==> config.mk <==
export PLATFORM = sky130hd
export DESIGN_NAME = spiker_run_ctrl
export DESIGN_NICKNAME = d
export VERILOG_FILES = /design/src/rtl/spiker_run_ctrl.sv
export SDC_FILE = /design/constraint.sdc
export NUM_CORES = 1
export LEC_CHECK = 0
export CAP_MARGIN = 20
export CELL_PAD_IN_SITES_DETAIL_PLACEMENT = 0
export CELL_PAD_IN_SITES_GLOBAL_PLACEMENT = 1
export CORE_ASPECT_RATIO = 0.6
export CORE_UTILIZATION = 40
export CTS_BUF_LIST = sky130_fd_sc_hd__clkbuf_2
export DETAILED_ROUTE_END_ITERATION = 8
export PLACE_DENSITY_LB_ADDON = 0.1
export SLEW_MARGIN = 20
export SYNTH_ARGS = -nofsm -noshare
export SYNTH_HDL_FRONTEND = slang
export SYNTH_SLANG_ARGS = --single-unit
==> constraint.sdc <==
create_clock -name clk_i -period 2.35 [get_ports clk_i]
set_input_delay 0.47 -clock clk_i [delete_from_list [all_inputs] [get_ports clk_i]]
set_output_delay 0.47 -clock clk_i [all_outputs]
set_load 0.02 [all_outputs]
==> src/rtl/spiker_run_ctrl.sv <==
// ---------------------------------------------------------------------------
// spiker_run_ctrl
//
// Run sequencer for the spiker adapter datapath. A start command from the
// register file launches a run of n_steps_i timesteps: the core receives one
// step_o pulse per timestep and answers each with core_done_i. After the last
// timestep the writer gets a single sample_o pulse; once it reports
// writer_ready_i the run is flagged done and a sticky interrupt is raised.
//
// Build option:
//   SPIKER_RUN_CTRL_WATCHDOG_EN  - adds a TIMEOUT_W-bit watchdog on the two
//                                  wait states; expiry ends the run with
//                                  error_o/irq_o. Undefined: waits block
//                                  indefinitely and error_o is tied low.
//
// Ports:
//   clk_i           clock, rising edge
//   rst_i           asynchronous active-high reset
//   start_i         one-cycle run request (honoured only when idle)
//   n_steps_i       timesteps per run, latched on an accepted start
//   abort_i         cancel the current run
//   irq_clr_i       clear irq_o and done_o
//   step_o          one-cycle pulse: core executes one timestep
//   core_done_i     one-cycle pulse: core finished the current timestep
//   core_en_o       core enable for the whole active run
//   sample_o        one-cycle pulse to the writer sample input
//   writer_ready_i  writer result registers updated (level)
//   busy_o          sequencer not idle
//   step_cnt_o      completed timesteps in the current/last run
//   done_o          sticky: last run completed normally
//   error_o         sticky: last run ended by the watchdog
//   irq_o           sticky interrupt
//
// States:
//   state       | meaning
//   ------------+-----------------------------------------------
//   IDLE        | waiting for start_i
//   STEP        | step_o high for this cycle
//   WAIT_CORE   | waiting for core_done_i of the current timestep
//   SAMPLE      | sample_o high for this cycle
//   WAIT_WR     | waiting for writer_ready_i
// ---------------------------------------------------------------------------
module spiker_run_ctrl #(
    parameter int STEP_W    = 16,
    parameter int TIMEOUT_W = 20
) (
    input  logic              clk_i,
    input  logic              rst_i,
    input  logic              start_i,
    input  logic [STEP_W-1:0] n_steps_i,
    input  logic              abort_i,
    input  logic              irq_clr_i,
    output logic              step_o,
    input  logic              core_done_i,
    output logic              core_en_o,
    output logic              sample_o,
    input  logic              writer_ready_i,
    output logic              busy_o,
    output logic [STEP_W-1:0] step_cnt_o,
    output logic              done_o,
    output logic              error_o,
    output logic              irq_o
);

    typedef enum logic [2:0] {
        S_IDLE      = 3'd0,
        S_STEP      = 3'd1,
        S_WAIT_CORE = 3'd2,
        S_SAMPLE    = 3'd3,
        S_WAIT_WR   = 3'd4
    } state_t;

    generate
        if (STEP_W < 1) begin : g_bad_step_w
            $error("spiker_run_ctrl: STEP_W must be at least 1");
        end
        if (TIMEOUT_W < 2) begin : g_bad_timeout_w
            $error("spiker_run_ctrl: TIMEOUT_W must be at least 2");
        end
    endgenerate

    state_t              state_q, state_d;
    logic [STEP_W-1:0]   cnt_q, cnt_d;
    logic [STEP_W-1:0]   cnt_inc;
    logic [STEP_W-1:0]   nlat_q, nlat_d;
    logic                done_q, done_d;
    logic                irq_q, irq_d;
    logic                step_q, sample_q, busy_q, core_en_q;

`ifdef SPIKER_RUN_CTRL_WATCHDOG_EN
    logic [TIMEOUT_W-1:0] wd_q, wd_d;
    logic [TIMEOUT_W-1:0] wd_inc;
    logic                 wd_expire;
    logic                 error_q, error_d;
`endif

    assign cnt_inc = cnt_q + {{(STEP_W-1){1'b0}}, 1'b1};

`ifdef SPIKER_RUN_CTRL_WATCHDOG_EN
    // The count reaching all-ones ends the wait; a response arriving in that
    // same cycle takes priority, so expiry is qualified by the missing response.
    assign wd_inc    = wd_q + {{(TIMEOUT_W-1){1'b0}}, 1'b1};
    assign wd_expire = (&wd_inc) &&
                       (((state_q == S_WAIT_CORE) && !core_done_i) ||
                        ((state_q == S_WAIT_WR)   && !writer_ready_i));
`endif

    always_comb begin
        state_d = state_q;
        cnt_d   = cnt_q;
        nlat_d  = nlat_q;
        // Clear first so that any set below in the same cycle wins.
        done_d  = done_q & ~irq_clr_i;
        irq_d   = irq_q  & ~irq_clr_i;
`ifdef SPIKER_RUN_CTRL_WATCHDOG_EN
        error_d = error_q;
`endif

        case (state_q)
            S_IDLE: begin
                if (start_i) begin
`ifdef SPIKER_RUN_CTRL_WATCHDOG_EN
                    error_d = 1'b0;
`endif
                    if (n_steps_i == '0) begin
                        // Empty run completes on the spot.
                        done_d = 1'b1;
                        irq_d  = 1'b1;
                    end else begin
                        nlat_d  = n_steps_i;
                        cnt_d   = '0;
                        done_d  = 1'b0;
                        state_d = S_STEP;
                    end
                end
            end
            S_STEP: begin
                state_d = S_WAIT_CORE;
            end
            S_WAIT_CORE: begin
                if (core_done_i) begin
                    cnt_d   = cnt_inc;
                    state_d = (cnt_inc == nlat_q) ? S_SAMPLE : S_STEP;
                end
            end
            S_SAMPLE: begin
                state_d = S_WAIT_WR;
            end
            S_WAIT_WR: begin
                if (writer_ready_i) begin
                    done_d  = 1'b1;
                    irq_d   = 1'b1;
                    state_d = S_IDLE;
                end
            end
            default: begin
                state_d = S_IDLE;
            end
        endcase

`ifdef SPIKER_RUN_CTRL_WATCHDOG_EN
        if (wd_expire) begin
            error_d = 1'b1;
            irq_d   = 1'b1;
            state_d = S_IDLE;
        end
`endif

        // Abort overrides anything decided above for an active run.
        if (abort_i && (state_q != S_IDLE)) begin
            state_d = S_IDLE;
            cnt_d   = cnt_q;
            done_d  = done_q & ~irq_clr_i;
            irq_d   = irq_q  & ~irq_clr_i;
`ifdef SPIKER_RUN_CTRL_WATCHDOG_EN
            error_d = error_q;
`endif
        end
    end

`ifdef SPIKER_RUN_CTRL_WATCHDOG_EN
    // Restart on every entry into a wait state, count while staying in it.
    always_comb begin
        wd_d = '0;
        if ((state_d == state_q) &&
            ((state_q == S_WAIT_CORE) || (state_q == S_WAIT_WR))) begin
            wd_d = wd_inc;
        end
    end
`endif

    always_ff @(posedge clk_i or posedge rst_i) begin
        if (rst_i) begin
            state_q   <= S_IDLE;
            cnt_q     <= '0;
            nlat_q    <= '0;
            done_q    <= 1'b0;
            irq_q     <= 1'b0;
            step_q    <= 1'b0;
            sample_q  <= 1'b0;
            busy_q    <= 1'b0;
            core_en_q <= 1'b0;
`ifdef SPIKER_RUN_CTRL_WATCHDOG_EN
            wd_q      <= '0;
            error_q   <= 1'b0;
`endif
        end else begin
            state_q   <= state_d;
            cnt_q     <= cnt_d;
            nlat_q    <= nlat_d;
            done_q    <= done_d;
            irq_q     <= irq_d;
            // Outputs decoded from the next state so they align with it.
            step_q    <= (state_d == S_STEP);
            sample_q  <= (state_d == S_SAMPLE);
            busy_q    <= (state_d != S_IDLE);
            core_en_q <= (state_d != S_IDLE);
`ifdef SPIKER_RUN_CTRL_WATCHDOG_EN
            wd_q      <= wd_d;
            error_q   <= error_d;
`endif
        end
    end

    assign step_o     = step_q;
    assign sample_o   = sample_q;
    assign busy_o     = busy_q;
    assign core_en_o  = core_en_q;
    assign step_cnt_o = cnt_q;
    assign done_o     = done_q;
    assign irq_o      = irq_q;
`ifdef SPIKER_RUN_CTRL_WATCHDOG_EN
    assign error_o    = error_q;
`else
    assign error_o    = 1'b0;
`endif

endmodule
==> flow_summary.rst, run 1 <==
.. list-table::
   :header-rows: 1

   * - Metric
     - Value
   * - Relative max-transition margin
     - 0.6447
   * - WP buf/inv
     - 2
   * - Diodes inserted
     - 0
   * - Largest family of logic cells by synthesized area
     - simple AND/OR/NAND/NOR gates
   * - Sum of met3 wire segment lengths after detailed routing
     - between 400 and 500 um
   * - Mapped cell area
     - roughly 2500 um^2
   * - Highest routed metal layer
     - met4
   * - Worst-case setup margin in the final layout
     - 0.07090 ns
   * - Fin Hold WS
     - 0.4614 ns
   * - PwrDens
     - roughly 600 nW/um^2
   * - Worst Path Class, Setup
     - primary input to register
   * - Global route overflow
     - 0
   * - Max-Cap Viols
     - 0
   * - Post-detail-place hpwl
     - about 4800 um
   * - Finished Cell Area
     - around 3200 um^2
   * - Highest-delay cell along the critical path
     - sky130_fd_sc_hd__or4_1
   * - Clock tree from TritonCTS
     - yes
   * - Most area-consuming cells after synthesis
     - sky130_fd_sc_hd__dfrtp_1 (41%), sky130_fd_sc_hd__mux2_4 (6.1%), sky130_fd_sc_hd__o21ai_0 (5.7%), sky130_fd_sc_hd__xnor2_1 (5.7%), sky130_fd_sc_hd__nand2_1 (2.9%)
   * - Clk pin slew, worst setup/hold paths
     - around 0.22 ns
   * - Wire length after detailed routing
     - between 6000 and 7000 um
   * - CP startpoint kind
     - primary input
   * - Top cell family by delay on the critical path
     - simple AND/OR/NAND/NOR gates
   * - Overall Global Routing Usage
     - 0.2151
   * - Peak ir drop on the vdd network
     - roughly 300 uV
   * - Total cell area at the placement stage
     - between 3000 and 4000 um^2
   * - Hold violation count in the final report
     - 0
   * - Fmax
     - between 400 and 500 MHz
   * - CP required
     - about 2.7 ns
   * - Adder and majority cell fraction of the synthesized area
     - 0.005099
   * - Static Leak
     - approximately 1.3 nW
   * - Sequential cell area fraction in the yosys report
     - 0.4080
   * - Number of antenna violations at the first check in global routing
     - 0
   * - Worst min-delay path category
     - primary input to asynchronous set/reset pin
   * - Routed wire length per instance
     - ~16 um
   * - Startpoint of the worst setup timing path
     - n_steps_i[5]
   * - Fraction of synthesis flops using an asynchronous set or reset pin
     - 1.000
   * - # Post-CTS Setup Buffers
     - 0
   * - Simple logic cell fraction of the synthesized area
     - 0.2055
   * - Height of the die
     - 62.67 um
   * - Final Core Density
     - 0.5577
   * - Setup Total Neg Slack
     - 0 ns
   * - Number of nets in the layout
     - 340
   * - Detail Route Antenna Nets
     - 0
   * - Number of detailed-routing iterations run before antenna repair
     - 4
   * - Mux cell area share after synthesis
     - 0.08873
   * - Sequence of cells on the critical path
     - clkdlybuf4s50_1 -> or4_1 -> o41ai_2 -> nand2b_1 -> buf_12 -> mux2_2
   * - Detailed route wirelength on metal2
     - roughly 2600 um
   * - Maximum single-stage delay on the critical path
     - 0.59 ns
   * - Share of the synthesized area in compound gates (AO/OA/AOI/OAI)
     - 0.1499
   * - Total clock buffers created by CTS
     - 5
   * - Wire length the detailed router placed on met1
     - between 3000 and 4000 um
   * - Total nets after synthesis
     - 279
   * - Endpoint arrival time on the critical path
     - approximately 2.6 ns
   * - Top fanout value on the critical path
     - 11
   * - Clk_lat worst skew
     - about 0.4 ns
   * - Share of layout cells above drive strength 1
     - 0.1924
   * - Final GP Congestion
     - 0.8120
   * - Number of max-slew violations in the final report
     - 0
   * - Slew at the pin closest to its max-slew limit
     - roughly 0.53 ns
   * - Setup repair after global routing missed its margin
     - false
   * - Min Clock Period, post-route
     - about 2.3 ns
   * - Pre-CTS setup slack
     - -0.3936 ns
   * - Synthesis-to-finish area growth
     - 30.19%
   * - Clock tree root driver cell
     - sky130_fd_sc_hd__clkbuf_2
   * - Clk buf depth
     - 2
   * - Top library cells by usage in the layout, fill and taps aside
     - sky130_fd_sc_hd__clkdlybuf4s50_1 (44), sky130_fd_sc_hd__dfrtp_1 (39), sky130_fd_sc_hd__o21ai_0 (28), sky130_fd_sc_hd__buf_4 (27)
   * - Vias per std cell
     - 5.348
   * - Area fraction of the dominant cell type after synthesis
     - 0.4080
   * - Total of endpoints with negative setup slack in the final report
     - 0
   * - Gate count after technology mapping
     - 255
   * - Total of buffers placed on input and output ports
     - 44
   * - Fraction of the cycle the final worst path needs
     - 0.9698
   * - Maximum number of pins on one net before global-route repair
     - 41
   * - Number of DRC markers in iteration 0
     - between 90 and 100
   * - Syn Area/Cell
     - roughly 9.6 um^2
   * - Number of placement rows
     - 21
   * - Non-Filler Instances
     - ~400
   * - Starting utilization of the core area
     - 0.4284
   * - Worst reg2reg startpoint
     - step_cnt_o[1]$_DFFE_PP0P_
   * - Clock Skew
     - ~0.014 ns
   * - Number of clock sinks
     - 40
   * - Endpoint type of the worst setup path
     - register
   * - Die width
     - just over 100 um
   * - Die Outline Area
     - roughly 6500 um^2
   * - Total power
     - 1.914 mW
   * - Core ar.
     - 5728 um^2
   * - Placed cell count
     - around 390
   * - Warning count from the yosys run
     - 0
   * - Vias in the first global route
     - ~2,000
   * - Distinct cells, synth
     - 47
   * - Xor and xnor area share after synthesis
     - 0.08210
   * - First-pass GRT wire length
     - 10,470 um
   * - Most common cell after layout, fill and taps aside
     - sky130_fd_sc_hd__clkdlybuf4s50_1
   * - Biggest area consumer among synthesized cells
     - sky130_fd_sc_hd__dfrtp_1
   * - Number of enable flip-flop cells after synthesis
     - 0
   * - Number of H-tree levels
     - 2
   * - Overall via count from detail_route
     - 2,123
   * - Top Ports
     - 46
   * - Count of state elements after synthesis
     - 40
   * - DRC violation count after routing
     - 0
   * - Result of the run
     - complete, no violations
   * - Top FF cell, synth
     - sky130_fd_sc_hd__dfrtp_1
==> flip-flops by register name, summed over array words and instances, names as in the netlist <==
name	cells
step_cnt_o	16
done_o	1
step_o	1
state_q	3
core_en_o	1
nlat_q	16
sample_o	1
irq_o	1
==> layer usage <==
metal	vias up	track usage
met5	-	0
met3	5	0.05481
met2	74	0.2858
met4	0	0.04225
met1	1009	0.3432
li1	1035	-
==> path summary, 6_finish.rpt <==
| check | endpoint | slack, ns | depth (start not counted) |
|---|---|---|---|
| max | nlat_q[15]$_DFFE_PP0P_ | 0.07 | 6 |
| min | step_cnt_o[1]$_DFFE_PP0P_ | 0.46 | 3 |
| max reg2reg | step_o$_DFF_PP0_ | 0.16 | 7 |
| min reg2reg | step_cnt_o[15]$_DFFE_PP0P_ | 0.55 | 1 |
| max in group asynchronous | step_cnt_o[5]$_DFFE_PP0P_ | 1.51 | 3 |
| min in group clk_i | step_cnt_o[15]$_DFFE_PP0P_ | 0.55 | 1 |
==> cells in the mapped netlist, types with 2 or more instances <==
library cell and n:
sky130_fd_sc_hd__xor2_1 7, sky130_fd_sc_hd__dfrtp_1 40, sky130_fd_sc_hd__mux2_4 10, sky130_fd_sc_hd__or4_1 4, sky130_fd_sc_hd__o21ai_0 28, sky130_fd_sc_hd__o31ai_1 6, sky130_fd_sc_hd__o22a_1 2, sky130_fd_sc_hd__clkbuf_1 5
sky130_fd_sc_hd__a211oi_1 4, sky130_fd_sc_hd__nand2_1 19, sky130_fd_sc_hd__a21oi_1 6, sky130_fd_sc_hd__nor4_1 4, sky130_fd_sc_hd__nand2b_1 2, sky130_fd_sc_hd__nor3_1 5, sky130_fd_sc_hd__nand3_1 8, sky130_fd_sc_hd__nand4_1 6
sky130_fd_sc_hd__nor2_1 19, sky130_fd_sc_hd__nor4_2 2, sky130_fd_sc_hd__xnor2_1 16, sky130_fd_sc_hd__a31oi_1 5, sky130_fd_sc_hd__mux2_2 6, sky130_fd_sc_hd__nor2b_1 6, sky130_fd_sc_hd__inv_1 6, sky130_fd_sc_hd__buf_2 6
sky130_fd_sc_hd__buf_4 5, sky130_fd_sc_hd__nand3b_1 3, sky130_fd_sc_hd__and3_1 5
==> cell type report <==
| class | count | area (um^2) |
|---|---|---|
| inverter | 6 | 22.52 |
| fill | 546 | 2534 |
| timing repair buffer | 73 | 683.2 |
| multi-input combinational | 190 | 1321 |
| clock buffer | 6 | 30.03 |
| clock inverter | 2 | 35.03 |
| sequential | 40 | 1002 |
| tap | 80 | 100.1 |
==> worst reg2reg max path, delay by kind of cell (launching register included) <==
kind            cells  cell delay [ns]
simple gates        2             0.50
flops               1             0.49
xor+xnor            1             0.13
compound gates      3             0.76
fa+ha+maj           1             0.21
==> cells by family after synthesis <==
family,after synthesis
fa+ha+maj,1
flops,40
mux,16
compound gates,59
buf+inv,25
other cells,1
simple gates,90
xor+xnor,23
==> where the power goes <==
group / total, mW / leakage, nW / switching (mW) / internal (mW)
combinational: 0.604 / 0.775 / 0.267 / 0.337
sequential: 0.890 / 0.513 / 0.0960 / 0.794
clock: 0.420 / 0.0430 / 0.237 / 0.183
total: 1.91 / 1.33 / 0.600 / 1.31
==> what timing repair did <==
item,in CTS,in global routing
hold buffers,0,0
setup endpoints to repair,0,1
gates resized for setup,0,3
No activity file was read; power rests on OpenSTA's default activity.
==> run 2: changes to the inputs <==
- CTS_CLUSTER_DIAMETER: not set -> 120
==> results of run 2 <==
Same layout as run 1: the final DEF is identical, and so are final timing and power.
